## src/rtl/dmem_wbuf_pkg.sv

```systemverilog
// Shared types for the dmem posted-write buffer.
// Entry layout, default sizes and pointer width.
package dmem_wbuf_pkg;

  localparam int WB_DEPTH = 4;
  localparam int WB_AW    = 30;
  localparam int WB_DW    = 32;
  localparam int PTRW     = $clog2(WB_DEPTH);

  typedef struct packed {
    logic             valid;
    logic [WB_AW-1:0] addr;
    logic [WB_DW-1:0] data;
  } wbuf_entry_t;

endpackage

```

## src/rtl/wbuf_cam.sv

```systemverilog
// Combinational address match over all buffer entries.
// Ports: ents, addr in; hit, one-hot idx and matching data out.
module wbuf_cam
  import dmem_wbuf_pkg::*;
#(
  parameter int DEPTH = WB_DEPTH
) (
  input  wbuf_entry_t      ents [DEPTH],
  input  logic [WB_AW-1:0] addr,
  output logic             hit,
  output logic [DEPTH-1:0] idx,
  output logic [WB_DW-1:0] data
);

  always_comb begin
    idx = '0;
    for (int i = 0; i < DEPTH; i++)
      idx[i] = ents[i].valid && (ents[i].addr == addr);
  end

  assign hit = |idx;

  // At most one entry per address, so an OR-mux is enough.
  always_comb begin
    data = '0;
    for (int i = 0; i < DEPTH; i++)
      if (idx[i]) data = data | ents[i].data;
  end

endmodule

```

## src/rtl/dmem_wbuf.sv

```systemverilog
// Posted-write buffer between CPU data port and dmem.
// Ports: cpu_* request side, flush/empty, mem_* dmem side.
module dmem_wbuf
  import dmem_wbuf_pkg::*;
#(
  parameter int DEPTH = WB_DEPTH,
  parameter int AW    = WB_AW,
  parameter int DW    = WB_DW
) (
  input  logic          clk,
  input  logic          reset_n,
  input  logic          cpu_wr,
  input  logic          cpu_rd,
  input  logic [AW-1:0] cpu_addr,
  input  logic [DW-1:0] cpu_writedata,
  output logic [DW-1:0] cpu_readdata,
  output logic          cpu_stall,
  input  logic          flush,
  output logic          empty,
  output logic          mem_wr,
  output logic [AW-1:0] mem_addr,
  output logic [DW-1:0] mem_writedata,
  input  logic [DW-1:0] mem_readdata
);

  localparam int PW = $clog2(DEPTH);

  wbuf_entry_t ents  [DEPTH];
  wbuf_entry_t ments [DEPTH];

  logic [PW-1:0]    head;
  logic [PW-1:0]    tail;
  logic [PW:0]      count;
  logic             is_empty;
  logic             full;
  logic             pop;
  logic             fl_stall;
  logic             wr_ok;
  logic             merge;
  logic             push;
  logic             m_hit;
  logic             r_hit;
  logic [DEPTH-1:0] m_idx;
  logic [DEPTH-1:0] r_idx;
  logic [DW-1:0]    m_data;
  logic [DW-1:0]    r_data;
  logic             unused;

  assign is_empty = (count == '0);
  assign full     = (count == (PW+1)'(DEPTH));
  assign fl_stall = flush && !is_empty;
  // While flushing, loads do not block the drain.
  assign pop      = !is_empty && (!cpu_rd || flush);

  // The draining head cannot absorb a merge.
  always_comb begin
    ments = ents;
    if (pop) ments[head].valid = 1'b0;
  end

  wbuf_cam #(.DEPTH(DEPTH)) u_wcam (
    .ents (ments),
    .addr (cpu_addr),
    .hit  (m_hit),
    .idx  (m_idx),
    .data (m_data)
  );

  wbuf_cam #(.DEPTH(DEPTH)) u_rcam (
    .ents (ents),
    .addr (cpu_addr),
    .hit  (r_hit),
    .idx  (r_idx),
    .data (r_data)
  );

  assign unused = ^{m_data, r_idx};

  assign wr_ok = cpu_wr && !fl_stall
              && (m_hit || !full || pop);
  assign merge = wr_ok && m_hit;
  assign push  = wr_ok && !m_hit;

  assign cpu_stall = fl_stall
                  || (cpu_wr && !m_hit && full && !pop);

  assign empty         = is_empty;
  assign mem_wr        = pop;
  assign mem_addr      = pop ? ents[head].addr : cpu_addr;
  assign mem_writedata = ents[head].data;
  assign cpu_readdata  = r_hit ? r_data : mem_readdata;

  always_ff @(posedge clk or negedge reset_n) begin
    if (!reset_n) begin
      head  <= '0;
      tail  <= '0;
      count <= '0;
      for (int i = 0; i < DEPTH; i++)
        ents[i] <= '0;
    end else begin
      if (pop) begin
        ents[head].valid <= 1'b0;
        head <= head + PW'(1);
      end
      for (int i = 0; i < DEPTH; i++)
        if (merge && m_idx[i])
          ents[i].data <= cpu_writedata;
      // Placed after the pop so a full push+pop wins the slot.
      if (push) begin
        ents[tail] <= '{1'b1, cpu_addr, cpu_writedata};
        tail <= tail + PW'(1);
      end
      count <= count + (PW+1)'(push) - (PW+1)'(pop);
    end
  end

endmodule

```

## config.mk

```make
export PLATFORM = sky130hd
export DESIGN_NAME = dmem_wbuf
export DESIGN_NICKNAME = d
export VERILOG_FILES = /design/src/rtl/dmem_wbuf_pkg.sv /design/src/rtl/wbuf_cam.sv /design/src/rtl/dmem_wbuf.sv
export SDC_FILE = /design/constraint.sdc
export NUM_CORES = 1
export LEC_CHECK = 0
export BUFFER_PORTS_ARGS = -buffer_cell sky130_fd_sc_hd__buf_2
export CORE_MARGIN = 2
export CORE_UTILIZATION = 50
export CTS_BUF_LIST = sky130_fd_sc_hd__clkbuf_4 sky130_fd_sc_hd__clkbuf_8 sky130_fd_sc_hd__clkbuf_16
export DETAILED_ROUTE_END_ITERATION = 7
export PLACE_DENSITY = 0.71
export SYNTH_ARGS = -nofsm -noshare
export SYNTH_HDL_FRONTEND = slang
export SYNTH_SLANG_ARGS = --single-unit
```

## constraint.sdc

```tcl
create_clock -name clk -period 4.8 [get_ports clk]
set_clock_uncertainty 0.2 [all_clocks]
set_input_delay 0.24 -clock clk [delete_from_list [all_inputs] [get_ports clk]]
set_output_delay 0.24 -clock clk [all_outputs]
set_load 0.02 [all_outputs]
```

# Word level (Yosys, flattened, before mapping)
# Index checks and enable logic that the tools add are counted.
# totals
elab_cells,94
ramBits,0
latchBits,0
memories,0
mem_bits_ro,0
input_bits,99
ff_bits,259
out_inout_bits,97
# op_classes
multipliers,0
shifts,0
bitwise_logic,5
n_mux,21
n_eq_ne,9
div_mod_pow,0
addsub,4
n_reduce_logical,36
magnitude_cmp,4
# op_table
cell,count
$bwmux W252,2
$mux W252,2
$mux W32,9
$demux W63 S2,2
$eq A30 B30 Y1,8
$bmux W63 S2,1
$mux W63,2
$mux W62,2
$or A32 B32 Y32,3
$mux W30,1
$logic_and A1 B1 Y1,23
$reduce_or A4 Y1,2
$ge A3 B3 Y1 const B,2
$logic_not A1 Y1,6
$lt A3 B1 Y1 const B,2
$not A2 Y3,2
$add A2 B1 Y2 const B,2
$logic_or A1 B1 Y1,4
$add A3 B1 Y3,1
$eq A3 B3 Y1 const B,1
$logic_not A3 Y1,1
$sub A3 B1 Y3,1

# Depth between registers and ports, before layout
# Gate-level depths: netlist of the first run.
# depth
ltp_word,18
mapped_depth,16

# Hierarchy
# Synthesis of the first run repeated with hierarchy kept, for this count alone.
# hier_totals
cells_unflattened,1494
hier_area_um2,17933.4
# by_module_without_submodules
module,area_each_um2,cells_per_inst,seq_area_each_um2,n_inst
dmem_wbuf,12388.1,734,6481.2,1
wbuf_cam,2772.7,380,0.0,2

# Worst setup path before layout of the first run
# OpenSTA, ideal clock, no wires.
# synth_timing
path_type,reg2reg
start,reg head[0]
end,reg count[2]
slack_ps,874
period_less_slack_ps,3926
stages_incl_launch_ff,17
path_buffers,3
required_time_ps,4475
t_arrival_ps,3602
cell_sequence,dfrtp_1 > clkbuf_1 > clkbuf_1 > buf_2 > inv_1 > ha_1 > nand2_1 > nand4_1 > and2_1 > nand3_1 > ha_1 > inv_1 > ha_1 > inv_1 > fa_1 > xnor2_1 > xnor2_1
# synth_via
elab_chain_len,15
word_cells_on_any_way,24
# synth_lines
element,line_no,text
from (decl),dmem_wbuf.sv:31,logic [PW-1:0] head;
from (signal assigned),dmem_wbuf.sv:103,head <= head + PW'(1);
$not A2 Y3 (implied by the code) (*),dmem_wbuf.sv:58,if (pop) ments[head].valid = 1'b0;
$ge A3 B3 Y1 (implied by the code) or $lt A3 B1 Y1 (tied branches),dmem_wbuf.sv:58,
$logic_and A1 B1 Y1 (implied by the code),dmem_wbuf.sv:58,
$mux W63 (implied by the code),dmem_wbuf.sv:58,
$demux W63 S2 (*),dmem_wbuf.sv:58,
$bwmux W252 (*),dmem_wbuf.sv:58,
$mux W252 (*),dmem_wbuf.sv:58,
$logic_and A1 B1 Y1,wbuf_cam.sv:18,idx[i] = ents[i].valid && (ents[i].addr == addr);
$reduce_or A4 Y1 (*),wbuf_cam.sv:21,assign hit = |idx;
$logic_or A1 B1 Y1 (2 in series),dmem_wbuf.sv:80,&& (m_hit || !full || pop);
$logic_and A1 B1 Y1,dmem_wbuf.sv:80,
$logic_and A1 B1 Y1 (*),dmem_wbuf.sv:82,assign push = wr_ok && !m_hit;
$add A3 B1 Y3 (*),dmem_wbuf.sv:113,count <= count + (PW+1)'(push) - (PW+1)'(pop);
$sub A3 B1 Y3 (*),dmem_wbuf.sv:113,
to (signal assigned),dmem_wbuf.sv:113,
to (decl),dmem_wbuf.sv:33,logic [PW:0] count;
# Mark *: on every way between the ends. The rest lies on a longest branch, timed or not.
# A chain may end at the register's enable or synchronous reset.

# Worst setup path in the final report of the first run
# layout_timing
start,in cpu_addr[0]
end,out cpu_readdata[12]
# layout_via
elab_chain_len,10
word_cells_on_any_way,17
# layout_lines
element,line_no,text
from (decl),dmem_wbuf.sv:14,"input logic [AW-1:0] cpu_addr,"
$eq A30 B30 Y1,wbuf_cam.sv:18,
$logic_and A1 B1 Y1,wbuf_cam.sv:18,
$mux W32,wbuf_cam.sv:27,if (idx[i]) data = data | ents[i].data;
$or A32 B32 Y32,wbuf_cam.sv:27,
$mux W32,wbuf_cam.sv:27,
$or A32 B32 Y32,wbuf_cam.sv:27,
$mux W32,wbuf_cam.sv:27,
$or A32 B32 Y32,wbuf_cam.sv:27,
$mux W32,wbuf_cam.sv:27,
$mux W32 (*),dmem_wbuf.sv:91,assign cpu_readdata = r_hit ? r_data : mem_readdata;
to (decl),dmem_wbuf.sv:16,"output logic [DW-1:0] cpu_readdata,"
# Marks and branches as above.

==> results of run 1 <==
[Yosys cell counts, drive strengths merged]
cell type,number,area (µm²)
a211oi,32,240
ha,10,125
xnor2,124,1090
nor2b,1,6.26
nor3b,1,7.51
inv,105,394
nand4,44,275
a21boi,2,15.0
mux4,62,1400
a41o,1,21.3
a21oi,34,170
nand3,7,35.0
dfrtp,259,6480
and2,1,6.26
o21ai,5,25.0
nor4,9,81.3
or3,1,6.26
and3,2,12.5
nand2,15,56.3
fa,1,20.0
clkbuf,32,120
nor2,66,248
or2,3,18.8
nand2b,4,25.0
mux2,279,3250
buf,62,345
o22ai,32,200
[power by group through the flow]
| stage | logic [W] | clock network [W] | registers [W] |
|---|---|---|---|
| floorplan | 0.00428 | 0 | 0.00398 |
| global placement | 0.00547 | 0 | 0.00426 |
| detailed placement | 0.00555 | 0 | 0.00434 |
| CTS | 0.00562 | 0.00223 | 0.00431 |
| global route | 0.00598 | 0.00232 | 0.00449 |
| finish | 0.00560 | 0.00220 | 0.00433 |
[sequential cells by signal, summed over array words and instances (netlist names)]
name   count
count      3
ents     252
tail       2
head       2
[final cells by class]
| cell class | instances | area [µm²] |
|---|---|---|
| clock buffers | 41 | 860 |
| clock inverters | 12 | 96.3 |
| fillers | 2273 | 11300 |
| inverters | 105 | 394 |
| multi-input cells | 736 | 7380 |
| flip-flops and latches | 259 | 6490 |
| well taps | 384 | 480 |
| repair buffers | 278 | 1820 |
[per-stage QoR]
step                cell area [µm²]  hold WS [ns]  cells  utilization (%)  setup slack [ns]
floorplan                     14700        -0.256   1194                -             0.874
global route                  17500        0.0913   1815             60.8             0.927
finish                        17500        0.0419   1815             60.8              1.09
CTS                           17500        0.0267   1815             60.8              1.15
global placement              15900         0.178   1699             55.3              1.21
detailed placement            15900         0.177   1699             55.3              1.22
[routing by layer]
layer	up-vias	part of all wire, %
met5	-	0
met4	0	2.5
met3	71	4.7
met2	287	49
met1	5260	44
li1	4647	-
[worst min path at each step]
stage,startpoint,endpoint,slack [ns],cells after the start
after detailed placement,reset_n,ents[213]$_DFF_PN0_,0.18,1
final,cpu_rd,ents[251]$_DFF_PN0_,0.04,5
after CTS,cpu_rd,ents[251]$_DFF_PN0_,0.03,5
after global placement,reset_n,ents[213]$_DFF_PN0_,0.18,1
after floorplan,reset_n,count[0]$_DFF_PN0_,-0.26,0
after global routing,cpu_rd,ents[251]$_DFF_PN0_,0.09,5
[worst min-delay path, stage by stage]
cell and delay, ns:
buf_2 0.11, a21oi_4 0.17, nand2_1 0.12, nand2_1 0.05, nand2_1 0.05
[kinds of logic after synthesis]
kind of cell	after synthesis	synth area share (%)
adders and majority gates	11	0.989
AOI/OAI and AO/OA	106	4.58
buffers and inverters	199	5.86
xor gates and xnor gates	124	7.40
and+or+nand+nor	154	5.30
DFF	259	44.2
muxes	341	31.7
==> out/metrics.yaml, run 1 <==
global_route:
  grt_max_degree: 110
  grt_use_met1_pct: 35.2
  grt_remaining_overflow: 0
  grt_util_all_layers_pct: 25.0
  number_of_antenna_violations_at_the_first_check_in_global_routing: 0
  grt_first_pass_wirelength_um: 60400
  grt_pass1_vias: 10360
  global_route.usage.met2_pct: 41.6
  layer_carrying_the_most_global_route_usage: "met2"
  grt.met3_usage_pct: 2.90
clocking:
  ctsRootBufferMaster: "clkbuf_16"
  number_of_buffers_inserted_for_hold_repair_after_clock_tree_synthesis: 63
  clk_pin_slew_ns: 0.06
  postCtsSetupBuffers: 0
  clock_buffer_count_from_cts: 29
  insertion_delay_ns: 0.55
  cts_repair_resize_count: 0
  cts_sinks: 259
  htreeDepth: 1
  clk_path_buf_depth: 3
  tritoncts: "done"
sta:
  max_slew.worst_pin.slew_ns: 0.882
  final_max_slew_viol_count: 0
  totalNegativeSetupSlack_ns: 0
  rsz0062_at_grt: "no"
  max_freq_ghz: 0.270
  time_the_final_worst_path_needs_with_i_o_delays_and_setup_ns: 3.71
  setup-violations-final: 0
  timing.slew.headroom_pct: 41.2
  hold_violation_total_from_the_final_report: 0
  finalCritPeriodShare_pct: 77.2
worst_setup_path:
  number_of_gates_on_the_worst_path_with_buffers_counted: 12
  worst-r2r-setup-slack_ns: 1.17
  worst_ep_arrival_time_ns: 3.27
  cp.buffers_inverters: 5
  critical_path.reg2reg.startpoint: "count[1]$_DFF_PN0_"
  cpPeakStageDelay_ns: 0.53
  worst_r2r_endpoint: "count[2]$_DFF_PN0_"
  worstPathCellList: "dlygate4sd3_1 > buf_2 > xnor2_1 > nand4_1 > nor4_1 > nand3_1 > buf_4 > nand4_1 > buf_12 > nor2_1 > a21oi_1 > buf_2"
  cp_max_fo: 64
  timing.critical_path.from_type: "primary input"
  required_ns: 4.36
  worstSetupPathType: "primary input to primary output"
  timing.critical_path.slowest_stage_cell: "dlygate4sd3_1"
  setup.worst_path.end: "cpu_readdata[12]"
  startpoint: "cpu_addr[0]"
  critical-path-top-delay-family: "buffers and inverters"
  worstRegToRegCells: 14
  worst_setup_path_end_kind: "primary output"
final_layout:
  drive_gt1_share_pct: 41.2
  area.growth.synth_to_final_pct: 19.3
  most-common-layout-cells: "257 x dfrtp_1, 217 x mux2_2, 194 x buf_2"
  final_common_cell: "dfrtp_1"
  fin_nets: 1519
  n_antenna_cell: 0
synth:
  mappedNetlistArea_mm2: 0.0147
  synthesis.nets: 1304
  ys_seq_elements: 259
  post_synthesis_area_per_instance_um2: 12.3
  synth.yosys.warnings: 0
  synth_cell_types: 36
  yosysSeqAreaShare_pct: 44.2
  synthCells: 1194
min_path:
  hp-class: "primary input to flip-flop"
power:
  pwr_density_cell_mw_per_mm2: 692
  power.net_switching_w: 0.00458
  p_comb_share_pct: 46.2
  internal_power_component_w: 0.00755
  power.ir.vdd_worst_mv: 0.413
  pwr-share-clk_pct: 18.1
  power.switching_fraction_pct: 37.8
  total_power_w: 0.0121
  seq_power_share_pct: 35.7
  p_leak_nw: 7.61
drt:
  dr.pass1.iters: 4
  drt-vias-per-instance: 5.66
  wl_per_cell_um: 21.1
  drt_iter0_markers: 758
  antenna_nets_post_route: 0
  drc: 0
  routed_wl_um: 38300
  dr_total_vias: 10265
die:
  fp.coreArea_mm2: 0.0288
  placement_rows: 62
  chipWidth_um: 175
  io-pin-count: 196
  fp.dieH_um: 175
  floorplan.initialDensity_pct: 51.0
  dieArea_mm2: 0.0307
placement:
  gp_congestion: 0.914
  numPortBuffers: 195
  dp.final_hpwl_um: 25100
flow_run:
  max_cap_violations: 0
outcome:
  outcome: "finished clean"
Note: power is estimated with default switching activity, not from simulation.
==> run 2: changes to the inputs <==
Settings changed: PLACE_DENSITY 0.71 to 0.73.
Clock period 4.8 ns to 3.1 ns, I/O delays scaled along.
==> run 2 against run 1 <==
The flow now finishes with violations (setup timing). Die area stayed put. Worst setup slack worse by 1.3 ns. Worst hold slack better by 0.021 ns. Sequential share of layout area shrank 3.4 points. Largest power group unchanged.
==> out/metrics.yaml, run 2 (synthesis results as in run 1) <==
outcome:
  outcome: "complete, but fails checks"
  failed_checks: "setup timing"
global_route:
  number_of_antenna_violations_at_the_first_check_in_global_routing: 1  # +1
  grt_remaining_overflow: 0  # unchanged
  grt_max_degree: 73  # -34%
  grt_first_pass_wirelength_um: 64400  # +6.6%
  grt_pass1_vias: 11364  # +9.7%
  grt_util_all_layers_pct: 26.9  # +1.9 points
final_layout:
  top_regs: "ents (252), count (3)"
  largest_register_ff_count: 252  # unchanged
  fillers: 2010  # -12%
  fin_nets: 1635  # +7.6%
  drive_gt1_share_pct: 48.5  # +7.4 points
  final_core_util_pct: 67.0  # +6.1 points
  largest_register: "ents"
  most-common-layout-cells: "257 x dfrtp_1, 217 x mux2_2, 161 x buf_2"
  final_common_cell: "dfrtp_1"
  area.growth.synth_to_final_pct: 31.4
sta:
  rsz0062_at_grt: "yes"
  finalCritPeriodShare_pct: 106
  setup-violations-final: 35  # +35
  timing.slew.headroom_pct: 66.0  # +25 points
  final_max_slew_viol_count: 0  # unchanged
  hold_violation_total_from_the_final_report: 0  # unchanged
  post-route-worst-setup-slack_ns: -0.181  # -1.27 ns
  time_the_final_worst_path_needs_with_i_o_delays_and_setup_ns: 3.28
  max_slew.worst_pin.slew_ns: 0.507  # -0.375 ns
  max_freq_ghz: 0.305
worst_setup_path:
  worstRegToRegCells: 14  # unchanged
  worst_r2r_endpoint: "count[2]$_DFF_PN0_"
  worstSetupPathType: "flip-flop to primary output"
  critical_path.reg2reg.startpoint: "ents[114]$_DFFE_PN0P_"
  worst-r2r-setup-slack_ns: -0.18  # -1.35 ns
  required_ns: 2.74  # -1.62 ns
  worst_ep_arrival_time_ns: 2.93  # -0.34 ns
  cp_max_fo: 13  # -80%
  worst_setup_path_end_kind: "primary output"
  timing.critical_path.from_type: "flip-flop"
drt:
  drt-vias-per-instance: 5.73  # +1.3%
  met1Wirelength_um: 17900  # +7.1%
  routed_wl_um: 43000  # +12%
  highest_layer: "met4"
  wl_per_cell_um: 22.2  # +5.5%
  antenna_nets_post_route: 0  # unchanged
  met3_length_um: 2700  # +50%
  drt_iter0_markers: 879  # +16%
  route.met2.wl_um: 20800  # +11%
  dr_total_vias: 11074  # +7.9%
  drc: 0  # unchanged
  dr.pass1.iters: 5  # +1
clocking:
  tritoncts: "done"
  clock_buffer_count_from_cts: 30  # +3.4%
  htreeDepth: 1  # unchanged
  clk_path_buf_depth: 3  # unchanged
  ctsRootBufferMaster: "clkbuf_16"
  clk_pin_slew_ns: 0.06  # about the same
  cts_sinks: 259  # unchanged
  insertion_delay_ns: 0.56  # about the same
die:
  fp.coreArea_mm2: 0.0288  # unchanged
  floorplan.initialDensity_pct: 51.0  # unchanged
  fp.dieH_um: 175  # unchanged
  io-pin-count: 196  # unchanged
  chipWidth_um: 175  # unchanged
  dieArea_mm2: 0.0307  # unchanged
  placement_rows: 62  # unchanged
min_path:
  hp-class: "primary input to async pin"
flow_run:
  max_cap_violations: 0  # unchanged
placement:
  dp.final_hpwl_um: 26500  # +5.2%
  gp_congestion: 0.908  # -0.68%
  numPortBuffers: 195  # unchanged
  dp_worst_setup_slack_ns: -0.254  # -1.47 ns
power:
  p_leak_nw: 8.54  # +12%
  power.ir.vdd_worst_mv: 0.782  # +89%
  pwr_density_cell_mw_per_mm2: 1050  # +51%
-- run 2: changes by cell type in the layout (fill, tap and decap cells not counted), moves of 4 or more --
| cell | change |
|---|---|
| a21oi_1 | -7 |
| a21oi_2 | +7 |
| buf_12 | +12 |
| buf_16 | +4 |
| buf_2 | -33 |
| buf_4 | +112 |
| buf_6 | +9 |
| clkbuf_16 | +6 |
| dlygate4sd3_1 | +5 |
| nand3_1 | -4 |
| xnor2_1 | -19 |
| xnor2_2 | +18 |
-- run 2: power by group --
group          total (W)  internal [W]  switching [W]
Clock            0.00375       0.00230        0.00144
Combinational    0.00982       0.00524        0.00458
Sequential       0.00662       0.00513        0.00149
-- run 2: repair_timing --
| item | in CTS | in global routing |
|---|---|---|
| setup endpoints to repair | 50 | 224 |
| resized for setup | 67 | 44 |
| hold buffers | 68 | 1 |
| cloned | 4 | 6 |
| hold endpoints to repair | 513 | 4 |
| setup buffers | 7 | 9 |
| pin swaps | 16 | 22 |
-- run 2: per-layer routing --
layer	global-route usage [%]	vias to the layer above
li1	-	4908
met1	36.2	5614
met2	44.7	448
met3	4.05	104
met4	9.31	0
met5	0	-
-- run 2: worst max-delay path by stage --
| stage | from | cells after the start | endpoint | slack (ns) |
|---|---|---|---|---|
| finish | ents[184]$_DFFE_PN0P_ | 12 | cpu_readdata[7] | -0.18 |
| global route | ents[124]$_DFFE_PN0P_ | 12 | cpu_readdata[7] | -0.31 |
| CTS | ents[112]$_DFFE_PN0P_ | 10 | cpu_readdata[27] | -0.17 |
| detailed placement | cpu_addr[19] | 15 | count[2]$_DFF_PN0_ | -0.25 |
| global placement | cpu_addr[19] | 15 | count[2]$_DFF_PN0_ | -0.18 |
| floorplan | head[0]$_DFFE_PN0N_ | 16 | count[2]$_DFF_PN0_ | 0.002 |
-- run 2: final cells by class --
cell class	instances	area [µm²]	share of cell area, %
multi-input combinational	736	7720	40.0
tap	384	480	2.49
clock buffer	42	878	4.56
antenna	1	2.50	0.0130
sequential	259	6490	33.6
timing repair buffer	393	3130	16.3
clock inverter	13	181	0.941
inverter	105	397	2.06
-- run 2: worst max-delay path, stage by stage, from the launching register on --
cell and delay (ns):
dfrtp_1 0.40, xnor2_2 0.14, buf_4 0.15, nand4_1 0.16, nor4_2 0.31, buf_4 0.18
nand3_4 0.15, nand4_1 0.15, buf_6 0.16, buf_8 0.15, nor2_1 0.08, a21oi_2 0.15
buf_4 0.17
-- run 2: through the flow --
stage                     TNS, ns  std cells  instance area [µm²]  hold WS (ns)  power, W
after floorplan                 0       1194                14700        -0.341    0.0128
after global placement     -0.218       1783                16700       -0.0609    0.0156
after detailed placement   -0.359       1783                16700       -0.0577    0.0158
final                       -4.29       1933                19300        0.0633    0.0202
after global routing       -10.28       1933                19300        0.0842    0.0212
after CTS                   -4.14       1917                18900        -0.222    0.0199
==> run 3: changes to the inputs <==
==> constraint.sdc (replaced) <==
create_clock -name clk -period 2.7 [get_ports clk]
set_clock_uncertainty 0.2 [all_clocks]
set_input_delay 0.135 -clock clk [delete_from_list [all_inputs] [get_ports clk]]
set_output_delay 0.135 -clock clk [all_outputs]
set_load 0.05 [all_outputs]
==> run 3 against run 2 <==
The flow still finishes with violations (setup timing). Clock-buffer cell count is 2 lower. Largest cell class unchanged. Routed wire length is 39% higher. Critical path type is now flip-flop to flip-flop. Global-route usage is 6.9 points higher. Clock power is 14% higher.
==> out/metrics.yaml, run 3 (synthesis results as in run 1) <==
worst_setup_path:
  worst_r2r_endpoint: "count[2]$_DFF_PN0_"
  critical_path.reg2reg.startpoint: "count[0]$_DFF_PN0_"
  required_ns: 2.96  # +0.22 ns
  startpoint: "count[0]$_DFF_PN0_"
  worst-r2r-setup-slack_ns: -0.93  # -0.75 ns
  worst_ep_arrival_time_ns: 3.89  # +0.96 ns
  cp_max_fo: 4  # -9
  worst_setup_path_end_kind: "flip-flop"
  timing.critical_path.from_type: "flip-flop"
  worstRegToRegCells: 14  # unchanged
  worstSetupPathType: "flip-flop to flip-flop"
final_layout:
  area.growth.synth_to_final_pct: 53.0
  postLayoutCellArea_mm2: 0.0224  # +16%
  final_common_cell: "dfrtp_1"
  fillers: 1460  # -27%
  largest_register: "ents"
  layout.area.seq_mm2: 0.00649  # about the same
  finish.cell_count_without_fillers: 2090  # +8.1%
  drive_gt1_share_pct: 59.0  # +11 points
  multi_input_area_mm2: 0.00872  # +13%
  most-common-layout-cells: "256 x dfrtp_1, 193 x buf_4, 180 x mux2_4"
  fin_nets: 1792  # +9.6%
  top_regs: "ents (252), count (3)"
  largest_register_ff_count: 252  # unchanged
sta:
  post-route-worst-setup-slack_ns: -0.928  # -0.747 ns
  timing.slew.headroom_pct: 57.4  # -8.6 points
  final_max_slew_viol_count: 0  # unchanged
  whs_ns: 0.0409  # -0.0224 ns
  time_the_final_worst_path_needs_with_i_o_delays_and_setup_ns: 3.63
  hold_violation_total_from_the_final_report: 0  # unchanged
  rsz0062_at_grt: "yes"
  max_slew.worst_pin.slew_ns: 0.637  # +0.130 ns
  max_freq_ghz: 0.276
  finalCritPeriodShare_pct: 134
  setup-violations-final: 308  # +780%
global_route:
  grt_pass1_vias: 13135  # +16%
  number_of_antenna_violations_at_the_first_check_in_global_routing: 2  # +1
  grt_max_degree: 72  # -1.4%
  grt_util_all_layers_pct: 33.7  # +6.9 points
  grt_use_met1_pct: 41.5  # +5.3 points
  grt_remaining_overflow: 0  # unchanged
  grt.met3_usage_pct: 6.88  # +2.8 points
  layer_carrying_the_most_global_route_usage: "met2"
  global_route.usage.met2_pct: 55.4  # +11 points
  grt_first_pass_wirelength_um: 79100  # +23%
drt:
  drc: 0  # unchanged
  drt_iter0_markers: 1411  # +61%
  routed_wl_um: 59700  # +39%
  dr.pass1.iters: 6  # +1
  antenna_nets_post_route: 0  # unchanged
  drt-vias-per-instance: 6.29  # +9.7%
  wl_per_cell_um: 28.6  # +28%
  dr_total_vias: 13140  # +19%
placement:
  placed_cells_incl_taps: 1883  # +5.6%
  numPortBuffers: 195  # unchanged
  placed_area_mm2: 0.0177  # +6.0%
  gp_congestion: 0.877  # -3.4%
  dp.final_hpwl_um: 27500  # +4.1%
power:
  power.ir.vdd_worst_mv: 1.29  # +65%
  p_leak_nw: 10.5  # +23%
  total_power_w: 0.0297  # +47%
  pwr_density_cell_mw_per_mm2: 1320  # +26%
die:
  dieArea_mm2: 0.0307  # unchanged
  fp.dieH_um: 175  # unchanged
  fp.coreArea_mm2: 0.0288  # unchanged
  chipWidth_um: 175  # unchanged
  placement_rows: 62  # unchanged
  io-pin-count: 196  # unchanged
  floorplan.initialDensity_pct: 51.0  # unchanged
clocking:
  clk_path_buf_depth: 3  # unchanged
  clk_pin_slew_ns: 0.08  # +0.02 ns
  htreeDepth: 1  # unchanged
  tritoncts: "done"
  ctsRootBufferMaster: "clkbuf_16"
  insertion_delay_ns: 0.56  # about the same
  cts_sinks: 259  # unchanged
  clock_buffer_count_from_cts: 28  # -6.7%
outcome:
  outcome: "complete, but fails checks"
  failed_checks: "setup timing"
flow_run:
  max_cap_violations: 0  # unchanged
min_path:
  hp-class: "primary input to async pin"
==> run 3: report_power, final <==
group | internal [W] | switching (W)
combinational | 0.00864 | 0.00893
clock | 0.00255 | 0.00174
sequential | 0.00588 | 0.00195
total | 0.0171 | 0.0126
==> run 3: final cells by class <==
type / instances / area share [%]
Multi-Input combinational cell: 736 / 38.9
Sequential cell: 259 / 28.9
Timing Repair Buffer: 552 / 23.7
Clock buffer: 40 / 3.74
Tap cell: 384 / 2.14
Inverter: 105 / 1.80
Clock inverter: 12 / 0.769
Antenna cell: 2 / 0.0223
==> run 3: worst max-delay path: stages, from the launching register on <==
cell	delay, ns
dfrtp_1	0.38
or3_4	0.43
inv_8	0.07
a21oi_4	0.05
a21boi_1	0.54
nand4_1	0.37
and3_4	0.33
nand3_4	0.09
ha_4	0.21
inv_4	0.05
ha_4	0.11
inv_2	0.03
fa_2	0.34
xnor2_2	0.17
xnor2_1	0.15
==> run 3: what timing repair did <==
action,CTS,global route
endpoints found under the hold margin,512,0
hold buffers,73,0
gates resized for setup,240,257
cloned,22,10
buffers inserted,36,32
setup endpoints to repair,345,326
pin swaps,30,36
==> run 3: per-stage QoR <==
step	utilization [%]	setup slack (ns)	setup TNS (ns)
after floorplan	-	-0.233	-0.389
after global placement	61.4	-0.371	-33.10
after detailed placement	61.4	-0.442	-48.43
after CTS	73.8	-0.532	-63.11
after global routing	78.0	-0.923	-189.82
final	78.0	-0.928	-192.20
==> run 3: how the worst max path moves through the flow <==
stage,to,depth (start not counted)
3_5_place_dp,count[2]$_DFF_PN0_,15
5_1_grt,count[2]$_DFF_PN0_,14
2_1_floorplan,count[2]$_DFF_PN0_,15
3_3_place_gp,count[2]$_DFF_PN0_,15
4_1_cts,cpu_readdata[31],12
6_report,count[2]$_DFF_PN0_,14
==> run 3: per-layer routing <==
metal / up-vias / share of wire (%)
met3: 354 / 10
met2: 1009 / 47
li1: 5217 / -
met4: 0 / 8.2
met1: 6560 / 35
met5: - / 0
